**config.mk**
```make
export PLATFORM = sky130hd
export DESIGN_NAME = muldiv_ctrl_flat
export DESIGN_NICKNAME = d
export VERILOG_FILES = /design/src/rtl/muldiv_ctrl_if.sv /design/src/rtl/muldiv_ctrl.sv /design/src/flat_wrapper.sv
export SDC_FILE = /design/constraint.sdc
export NUM_CORES = 2
export LEC_CHECK = 0
export ABC_AREA = 1
export CORE_MARGIN = 5
export CORE_UTILIZATION = 50
export DETAILED_ROUTE_END_ITERATION = 10
export PLACE_DENSITY = 0.69
export SYNTH_ARGS = -nofsm -noshare
export SYNTH_HDL_FRONTEND = slang
export SYNTH_SLANG_ARGS = --single-unit
```
**constraint.sdc**
```tcl
create_clock -name clk -period 8.3 [get_ports clk]
set_input_delay 1.245 -clock clk [delete_from_list [all_inputs] [get_ports clk]]
set_output_delay 1.245 -clock clk [all_outputs]
set_load 0.01 [all_outputs]
```
**src/rtl/muldiv_ctrl_if.sv**
```systemverilog
// Pipeline-side bundle for the HI/LO multiply/divide sequencer.
// Master is the EX stage (decoder/hazard unit); slave is muldiv_ctrl.
interface muldiv_ctrl_if #(
    parameter int WIDTH = 32
);
    // Handshake: op_valid_E stays high while the instruction sits in EX. The sequencer
    // accepts it only when idle and not flushed. stall_muldiv holds IF..EX until the
    // result is ready. result_valid marks the cycles in which {hi_out, lo_out} is the
    // HILO write data. The master must drop or replace op_valid_E on the edge where the
    // pipeline advances past DONE (stall_other low), or the op is accepted again.
    logic             op_valid_E;
    logic [1:0]       op_E;
    logic [WIDTH-1:0] src_a_E;
    logic [WIDTH-1:0] src_b_E;
    logic             flush_E;
    logic             stall_other;
    logic             stall_muldiv;
    logic             result_valid;
    logic [WIDTH-1:0] hi_out;
    logic [WIDTH-1:0] lo_out;

    modport master (
        output op_valid_E, op_E, src_a_E, src_b_E, flush_E, stall_other,
        input  stall_muldiv, result_valid, hi_out, lo_out
    );

    modport slave (
        input  op_valid_E, op_E, src_a_E, src_b_E, flush_E, stall_other,
        output stall_muldiv, result_valid, hi_out, lo_out
    );
endinterface

```
**src/rtl/muldiv_ctrl.sv**
```systemverilog
// HI/LO sequencer: counted multiply or radix-2 restoring divide, with pipeline stall,
// flush abort and a result held in DONE until the pipeline advances.
module muldiv_ctrl #(
    parameter int MUL_CYCLES = 4,
    parameter int WIDTH      = 32
) (
    input  logic           clk,
    input  logic           resetn,
    muldiv_ctrl_if.slave   bus,
    output logic [1:0]     state_dbg
);

    typedef enum logic [1:0] {
        IDLE = 2'd0,
        MUL  = 2'd1,
        DIV  = 2'd2,
        DONE = 2'd3
    } state_t;

    localparam int            CW       = $clog2(WIDTH) + 1;
    localparam logic [CW-1:0] MUL_LAST = CW'(MUL_CYCLES - 1);
    localparam logic [CW-1:0] DIV_LAST = CW'(WIDTH - 1);

    state_t             state;
    logic [CW-1:0]      count;
    logic [WIDTH-1:0]   a_q;
    logic [WIDTH-1:0]   b_q;
    logic               op_signed_q;
    logic [WIDTH-1:0]   rem_q;
    logic [WIDTH-1:0]   quot_q;
    logic [WIDTH-1:0]   dvsr_q;
    logic               dvsr_zero_q;
    logic               neg_quot_q;
    logic               neg_rem_q;
    logic [WIDTH-1:0]   hi_q;
    logic [WIDTH-1:0]   lo_q;
    logic               valid_q;

    logic               start;
    logic               start_signed;
    logic [WIDTH-1:0]   a_mag;
    logic [WIDTH-1:0]   b_mag;

    logic [2*WIDTH-1:0] ext_a;
    logic [2*WIDTH-1:0] ext_b;
    logic [2*WIDTH-1:0] product;

    logic [WIDTH:0]     trial;
    logic [WIDTH:0]     diff;
    logic               q_bit;
    logic [WIDTH-1:0]   rem_next;
    logic [WIDTH-1:0]   quot_next;
    logic [WIDTH-1:0]   quot_fix;
    logic [WIDTH-1:0]   rem_fix;

    assign start        = bus.op_valid_E & ~bus.flush_E;
    assign start_signed = ~bus.op_E[0];

    // The divider works on magnitudes; signs are reapplied when the result is written.
    assign a_mag = (start_signed && bus.src_a_E[WIDTH-1]) ? -bus.src_a_E : bus.src_a_E;
    assign b_mag = (start_signed && bus.src_b_E[WIDTH-1]) ? -bus.src_b_E : bus.src_b_E;

    // Sign- or zero-extend to the full product width so one unsigned multiply serves both.
    assign ext_a   = op_signed_q ? {{WIDTH{a_q[WIDTH-1]}}, a_q} : {{WIDTH{1'b0}}, a_q};
    assign ext_b   = op_signed_q ? {{WIDTH{b_q[WIDTH-1]}}, b_q} : {{WIDTH{1'b0}}, b_q};
    assign product = ext_a * ext_b;

    // One restoring step: shift the next dividend bit into the partial remainder.
    assign trial     = {rem_q, quot_q[WIDTH-1]};
    assign diff      = trial - {1'b0, dvsr_q};
    assign q_bit     = ~diff[WIDTH];
    assign rem_next  = q_bit ? diff[WIDTH-1:0] : trial[WIDTH-1:0];
    assign quot_next = {quot_q[WIDTH-2:0], q_bit};
    assign quot_fix  = neg_quot_q ? -quot_next : quot_next;
    assign rem_fix   = neg_rem_q  ? -rem_next  : rem_next;

    always_comb begin
        bus.stall_muldiv = 1'b0;
        if (resetn && !bus.flush_E) begin
            bus.stall_muldiv = ((state == IDLE) && bus.op_valid_E) ||
                               (state == MUL) || (state == DIV);
        end
    end

    assign bus.result_valid = valid_q;
    assign bus.hi_out       = hi_q;
    assign bus.lo_out       = lo_q;
    assign state_dbg        = state;

    always_ff @(posedge clk or negedge resetn) begin
        if (!resetn) begin
            state       <= IDLE;
            count       <= '0;
            a_q         <= '0;
            b_q         <= '0;
            op_signed_q <= 1'b0;
            rem_q       <= '0;
            quot_q      <= '0;
            dvsr_q      <= '0;
            dvsr_zero_q <= 1'b0;
            neg_quot_q  <= 1'b0;
            neg_rem_q   <= 1'b0;
            hi_q        <= '0;
            lo_q        <= '0;
            valid_q     <= 1'b0;
        end else begin
            case (state)
                IDLE: begin
                    valid_q <= 1'b0;
                    if (start) begin
                        a_q         <= bus.src_a_E;
                        b_q         <= bus.src_b_E;
                        op_signed_q <= start_signed;
                        count       <= '0;
                        rem_q       <= '0;
                        quot_q      <= a_mag;
                        dvsr_q      <= b_mag;
                        dvsr_zero_q <= (bus.src_b_E == '0);
                        neg_quot_q  <= start_signed & (bus.src_a_E[WIDTH-1] ^ bus.src_b_E[WIDTH-1]);
                        neg_rem_q   <= start_signed & bus.src_a_E[WIDTH-1];
                        state       <= bus.op_E[1] ? DIV : MUL;
                    end
                end
                MUL: begin
                    if (bus.flush_E) begin
                        count <= '0;
                        state <= IDLE;
                    end else begin
                        count <= count + CW'(1);
                        if (count == MUL_LAST) begin
                            hi_q    <= product[2*WIDTH-1:WIDTH];
                            lo_q    <= product[WIDTH-1:0];
                            valid_q <= 1'b1;
                            state   <= DONE;
                        end
                    end
                end
                DIV: begin
                    if (bus.flush_E) begin
                        count <= '0;
                        state <= IDLE;
                    end else begin
                        count  <= count + CW'(1);
                        rem_q  <= rem_next;
                        quot_q <= quot_next;
                        if (count == DIV_LAST) begin
                            // Divide by zero returns the dividend in HI and all-ones in LO.
                            if (dvsr_zero_q) begin
                                hi_q <= a_q;
                                lo_q <= '1;
                            end else begin
                                hi_q <= rem_fix;
                                lo_q <= quot_fix;
                            end
                            valid_q <= 1'b1;
                            state   <= DONE;
                        end
                    end
                end
                DONE: begin
                    // Hold the result while the pipeline is frozen elsewhere; one write only.
                    if (bus.flush_E || !bus.stall_other) begin
                        valid_q <= 1'b0;
                        state   <= IDLE;
                    end
                end
                default: begin
                    valid_q <= 1'b0;
                    state   <= IDLE;
                end
            endcase
        end
    end

endmodule

```
**src/flat_wrapper.sv**
```systemverilog
// flat-port wrapper written by rule: the top's interface ports become plain ports
module muldiv_ctrl_flat 
#(
    parameter int MUL_CYCLES = 4,
    parameter int WIDTH      = 32
)
  (clk, resetn, state_dbg, bus_op_valid_E, bus_op_E, bus_src_a_E, bus_src_b_E, bus_flush_E, bus_stall_other, bus_stall_muldiv, bus_result_valid, bus_hi_out, bus_lo_out);
  muldiv_ctrl_if #(.WIDTH(WIDTH)) bus_i ();
  input  logic clk;
  input  logic resetn;
  output logic [1:0] state_dbg;
  input wire logic [$bits(bus_i.op_valid_E)-1:0] bus_op_valid_E;
  input wire logic [$bits(bus_i.op_E)-1:0] bus_op_E;
  input wire logic [$bits(bus_i.src_a_E)-1:0] bus_src_a_E;
  input wire logic [$bits(bus_i.src_b_E)-1:0] bus_src_b_E;
  input wire logic [$bits(bus_i.flush_E)-1:0] bus_flush_E;
  input wire logic [$bits(bus_i.stall_other)-1:0] bus_stall_other;
  output wire logic [$bits(bus_i.stall_muldiv)-1:0] bus_stall_muldiv;
  output wire logic [$bits(bus_i.result_valid)-1:0] bus_result_valid;
  output wire logic [$bits(bus_i.hi_out)-1:0] bus_hi_out;
  output wire logic [$bits(bus_i.lo_out)-1:0] bus_lo_out;
  assign bus_i.op_valid_E = bus_op_valid_E;
  assign bus_i.op_E = bus_op_E;
  assign bus_i.src_a_E = bus_src_a_E;
  assign bus_i.src_b_E = bus_src_b_E;
  assign bus_i.flush_E = bus_flush_E;
  assign bus_i.stall_other = bus_stall_other;
  assign bus_stall_muldiv = bus_i.stall_muldiv;
  assign bus_result_valid = bus_i.result_valid;
  assign bus_hi_out = bus_i.hi_out;
  assign bus_lo_out = bus_i.lo_out;
  muldiv_ctrl #(.MUL_CYCLES(MUL_CYCLES), .WIDTH(WIDTH)) u_core (.clk(clk), .resetn(resetn), .bus(bus_i), .state_dbg(state_dbg));
endmodule
```
# Word-level counts from Yosys, hierarchy flattened
# Cells that the tools add are included.
# totals
ff_bits	237
wordCells	105
# classes
addsub	6
multipliers	1
n_eq_ne	13
n_mux	43
bitwise	7
n_reduce_logical	21
# op_table
op	count
two-way mux 32 bit	19
one-hot mux 32 bit (2 select lines)	4
two-way mux 64 bit	2
negation 32 bit	4
multiplier 64 x 64 -> 64 bit	1
subtractor 33 x 32 -> 33 bit	1
logical NOT 32 bit	1
two-way mux 2 bit	7
two-way mux 6 bit	2
one-hot mux 6 bit (2 select lines)	1
AND reduction 5 bit	2
inequality test 2 bit, second input constant	4
one-hot mux 2 bit (4 select lines)	1
adder 6 x 1 -> 6 bit, second input constant	1
== test 6 x 2 -> 1 bit, second input constant	1
== test 6 x 5 -> 1 bit, second input constant	1
two-way mux 1 bit	6
inequality test 3 bit, second input constant	2
nonzero test 2 bit	3
== test 2 bit, second input constant	2
logical AND 1 bit	4
inequality test 2 x 1 -> 1 bit, second input constant	2
one-hot mux 1 bit (4 select lines)	1
AND reduction 2 bit	2
10 further kinds	17

# Longest topological paths before layout
# depth
depth_word	8
mapped_depth	42
ltp_nobuf	41

# Worst setup path before layout
# No wires, ideal clock.
# synth_path
path_type	reg2reg
startpoint	reg u_core.a_q[31]
endpoint	reg u_core.hi_q[23] (netlist: u_core.bus.hi_out[23])
setup_ps	118
arrival_ps	8708
required_ps	8182
setup_slack_ps	-526
path_stages_with_launch	37
cell_sequence	dfrtp_1 -> clkbuf_1 -> nand2_1 -> clkbuf_1 -> nor2_1 -> fa_1 -> inv_1 -> fa_1 -> inv_1 -> fa_1 -> inv_1 -> fa_1 -> inv_1 -> fa_1 -> fa_1 -> fa_1 -> fa_1 -> fa_1 -> inv_1 -> fa_1 -> inv_1 -> ha_1 -> nand2_1 -> nor2_1 -> inv_1 -> nor2_1 -> inv_1 -> nor3_1 -> inv_1 -> nor4_1 -> nand2_1 -> o211ai_1 -> nand2_1 -> nand3b_1 -> nand2_1 -> a21oi_1 -> nor2_1
# synth_via
elab_chain_cells	5
# synth_rtl
element	line_no	rtl
from (decl)	muldiv_ctrl.sv:26	logic [WIDTH-1:0] a_q;
from (signal assigned)	muldiv_ctrl.sv:111	a_q <= bus.src_a_E;
two-way mux 64 bit	muldiv_ctrl.sv:64	assign ext_a = op_signed_q ? {{WIDTH{a_q[WIDTH-1]}}, a_q} : {{WIDTH{1'b0}}, a_q};
multiplier 64 x 64 -> 64 bit	muldiv_ctrl.sv:66	assign product = ext_a * ext_b;
two-way mux 32 bit	muldiv_ctrl.sv:130	if (count == MUL_LAST) begin
two-way mux 32 bit	muldiv_ctrl.sv:125	if (bus.flush_E) begin
one-hot mux 32 bit (2 select lines)	muldiv_ctrl.sv:107	case (state)
to (signal assigned)	muldiv_ctrl.sv:131	hi_q <= product[2*WIDTH-1:WIDTH];
to (signal assigned)	muldiv_ctrl.sv:149	hi_q <= a_q;
to (signal assigned)	muldiv_ctrl.sv:152	hi_q <= rem_fix;
to (decl)	muldiv_ctrl.sv:35	logic [WIDTH-1:0] hi_q;
# No other way between the ends. The select of a mux whose other input is x is not followed.
# A chain may end at the register's enable or synchronous reset.

# Worst setup path in the final report
# layout_path
startpoint	reg u_core.op_signed_q
endpoint	reg u_core.hi_q[23] (netlist: u_core.bus.hi_out[23])
# layout_via
elab_chain_cells	5
elab_cells_between_ends	6
# layout_rtl
element	line_no	rtl
from (decl)	muldiv_ctrl.sv:28	logic op_signed_q;
from (signal assigned)	muldiv_ctrl.sv:113	op_signed_q <= start_signed;
two-way mux 64 bit, on equally long branches	muldiv_ctrl.sv:64, muldiv_ctrl.sv:65	
multiplier 64 x 64 -> 64 bit (*)	muldiv_ctrl.sv:66	
two-way mux 32 bit (*)	muldiv_ctrl.sv:130	
two-way mux 32 bit (*)	muldiv_ctrl.sv:125	
one-hot mux 32 bit (2 select lines) (*)	muldiv_ctrl.sv:107	
# Every way passes the cells marked *; elsewhere a longest branch is shown, timed or not. The select of a mux whose other input is x is not followed.

==> impl_metrics.yaml <==
place:
  place_hpwl_um: 203000
  io_buffers: 138
  dp_slack_ns: -0.657
  place_congestion: 1.03
  dpl_cell_area_sq_um: 74800
run_status:
  status: "finished with violations"
  violations: "negative setup slack"
critical_path:
  r2r-end: "u_core.bus.hi_out[23]$_DFFE_PN0P_"
  worstPathArrival_ns: 9.13
  cp_slowest_stage_delay_ns: 0.58
  worstRegToRegCells: 36
  startpoint_type: "flop"
  crit_path_end: "u_core.bus.hi_out[23]$_DFFE_PN0P_"
  r2r-start: "u_core.op_signed_q$_DFFE_PN0P_"
  startpoint: "u_core.op_signed_q$_DFFE_PN0P_"
  crit_path_frequent_cell: "fa_1"
  worstSetupPathType: "flop to flop"
  end_kind: "flop"
  cp_max_fo: 9
  slowest_stage: "fa_2"
  reg2reg_setup_slack_ns: -0.34
  worstPathRequired_ns: 8.79
finish:
  drive_gt1_frac: 0.143
  nNetsFinal: 11000
  area_growth_pct: 18.3
  final_cell_area_sq_um: 77700
  fillers: 11800
  final_common_cell: "inv_1"
  mostFrequentLayoutCells: "inv_1 (2516), nand2_1 (1890), fa_1 (1349)"
logic_synthesis:
  synth_seq_cells: 236
  syn_nets: 10300
  yosys_warnings: 0
  synth.distinct_cells: 55
  synth_area_per_cell_sq_um: 7.75
  seq_area_frac_synth: 0.0899
  synth_area_sq_um: 65700
  synth_cells: 8477
timing:
  post-route-period-util: 1.04
  skew_ns: 0.0230
  fin_ws_ns: -0.340
  rsz0062_at_grt: "true"
  finalMaxSlewViolations: 0
  setup_viol: 23
  relSlewSlack: 0.262
  min_period_ns: 8.64
  worst_pin_slew_ns: 1.10
  max_freq_mhz: 116
  hold_viol: 0
clock_network:
  clock_path_buffers: 3
  cts.sinks: 236
  clkTransAtPathRegs_ns: 0.06
  ctsRootBufferMaster: "clkbuf_16"
  cts_tree: "yes"
  clock_latency_ns: 0.61
  cts_buffers: 31
  htree_levels: 1
floorplanning:
  num_rows: 133
  die_h_um: 372
  die-area_sq_um: 139000
  die_w_um: 372
  io-pin-count: 139
  core_sq_um: 131000
  start_util: 0.501
detailed_routing:
  num_vias: 57500
  ant_nets: 0
  firstDrtPassIters: 8
  drt-total-wl_um: 241000
  routedWlPerCell_um: 22.1
  vias_per_cell: 5.27
  drt_iter0_markers: 5435
  drc: 0
hold_path:
  hold_class: "flop to flop"
global_route:
  grt.overflow.total: 0
  grt_pass1_vias: 60100
  grt_pass1_wl_um: 366000
  grt_max_degree: 143
  track_usage: 0.352
  antenna_found_initial: 20
run:
  drv_cap: 0
-- critical path, delay by kind of cell, from the launching register on --
kind / cells / cell delay [ns]
flip-flops: 1 / 0.48
adder cells (fa/ha/maj): 11 / 5.40
AND/OR/NAND/NOR: 7 / 0.72
AO/OA/AOI/OAI: 5 / 0.73
buffers and inverters: 13 / 1.19
-- cell usage after synthesis (all sizes together) --
| library cell | instances | area [sq um] |
|---|---|---|
| inv | 2558 | 9600 |
| nand2 | 1950 | 7400 |
| fa | 1420 | 28400 |
| nor2 | 477 | 1850 |
| ha | 349 | 4370 |
| clkbuf | 332 | 1250 |
| o21ai | 251 | 1270 |
| dfrtp | 236 | 5910 |
| a21oi | 234 | 1200 |
| nand3 | 199 | 1030 |
| xor2 | 53 | 464 |
| a31oi | 49 | 307 |
| xnor2 | 49 | 429 |
| nor3 | 45 | 241 |
| o22ai | 39 | 244 |
| nand4 | 31 | 194 |
| buf | 30 | 174 |
| o211ai | 29 | 218 |
| o221ai | 23 | 201 |
| a21o | 19 | 143 |
| or2 | 19 | 119 |
| o21bai | 15 | 113 |
| nand3b | 14 | 105 |
| o31ai | 13 | 97.6 |
| nor4 | 12 | 75.1 |
| o21a | 6 | 45.0 |
| a22oi | 5 | 37.5 |
| clkinv | 4 | 15.0 |
| a21boi | 3 | 22.5 |
| and3 | 3 | 18.8 |
| and2 | 2 | 12.5 |
| or3 | 2 | 12.5 |
| a2111oi | 1 | 8.76 |
| a211oi | 1 | 7.51 |
| o2111ai | 1 | 8.76 |
| o211a | 1 | 10.0 |
| o221a | 1 | 11.3 |
| xnor3 | 1 | 22.5 |
-- flip-flops by register name, indices dropped and copies added (netlist names) --
signal and count:
u_core.a_q 32, u_core.b_q 31, u_core.bus.hi_out 32, u_core.bus.lo_out 32, u_core.bus.result_valid 1, u_core.count 6, u_core.dvsr_q 32, u_core.dvsr_zero_q 1
u_core.neg_quot_q 1, u_core.neg_rem_q 1, u_core.op_signed_q 1, u_core.quot_q 32, u_core.rem_q 32, u_core.state_dbg 2
-- metal layers --
| metal | wire length, um | track usage | vias to the layer above |
|---|---|---|---|
| li1 | - | - | 25600 |
| met3 | 27000 | 0.0853 | 559 |
| met2 | 106000 | 0.544 | 2759 |
| met4 | 12800 | 0.139 | 10 |
| met5 | 70 | 0 | - |
| met1 | 94700 | 0.481 | 28600 |
-- cell families (layout without fill, tap and decap cells) --
| group | after synthesis | in the layout | share of synthesized area |
|---|---|---|---|
| AO/OA/AOI/OAI | 691 | 691 | 0.0600 |
| XOR/XNOR | 103 | 103 | 0.0139 |
| buffers and inverters | 2924 | 3600 | 0.168 |
| AND/OR/NAND/NOR | 2754 | 2754 | 0.169 |
| flip-flops | 236 | 236 | 0.0899 |
| other | 0 | 11 | 0 |
| adder cells (fa/ha/maj) | 1769 | 1769 | 0.499 |
-- layout make-up --
class,count,area (sq um),area share
multi-input combinational,5317,50000,0.643
inverter,2562,9640,0.124
timing repair buffer,984,8930,0.115
sequential,236,5920,0.0762
tap,1755,2200,0.0283
clock buffer,49,963,0.0124
clock inverter,5,31.3,0.000403
antenna,11,27.5,0.000354
-- stage by stage --
| stage | utilization | hold slack, ns | instances | setup TNS (ns) |
|---|---|---|---|---|
| 2_1_floorplan | - | 0.453 | 8477 | 0 |
| 3_3_place_gp | 0.571 | 0.468 | 10800 | -10.93 |
| 3_5_place_dp | 0.571 | 0.472 | 10800 | -13.20 |
| 4_1_cts | 0.584 | 0.487 | 10900 | -3.29 |
| 5_1_grt | 0.593 | 0.498 | 10900 | -11.26 |
| 6_report | 0.593 | 0.483 | 10900 | -4.04 |
-- worst min path at each step --
| stage | end | slack, ns | startpoint | cells after the start |
|---|---|---|---|---|
| after floorplan | u_core.dvsr_q[2]$_DFFE_PN0P_ | 0.45 | u_core.dvsr_q[2]$_DFFE_PN0P_ | 2 |
| after global placement | u_core.bus.lo_out[3]$_DFFE_PN0P_ | 0.47 | u_core.bus.lo_out[3]$_DFFE_PN0P_ | 2 |
| after detailed placement | u_core.bus.lo_out[23]$_DFFE_PN0P_ | 0.47 | u_core.bus.lo_out[23]$_DFFE_PN0P_ | 2 |
| after CTS | u_core.bus.lo_out[28]$_DFFE_PN0P_ | 0.49 | u_core.bus.lo_out[28]$_DFFE_PN0P_ | 2 |
| after global routing | u_core.bus.lo_out[23]$_DFFE_PN0P_ | 0.50 | u_core.bus.lo_out[23]$_DFFE_PN0P_ | 2 |
| final | u_core.bus.lo_out[30]$_DFFE_PN0P_ | 0.48 | u_core.bus.lo_out[30]$_DFFE_PN0P_ | 2 |
-- what timing repair did --
| item | 4_1_cts | 5_1_grt |
|---|---|---|
| hold buffers | 0 | 0 |
| setup endpoints to repair | 36 | 39 |
| resized for setup | 183 | 223 |
| cloned | 0 | 3 |
| buffers inserted | 11 | 42 |
| pin swaps | 66 | 82 |
Power is not shown: default switching activity piles up to over one toggle a cycle in this logic, so the estimate is an artifact.
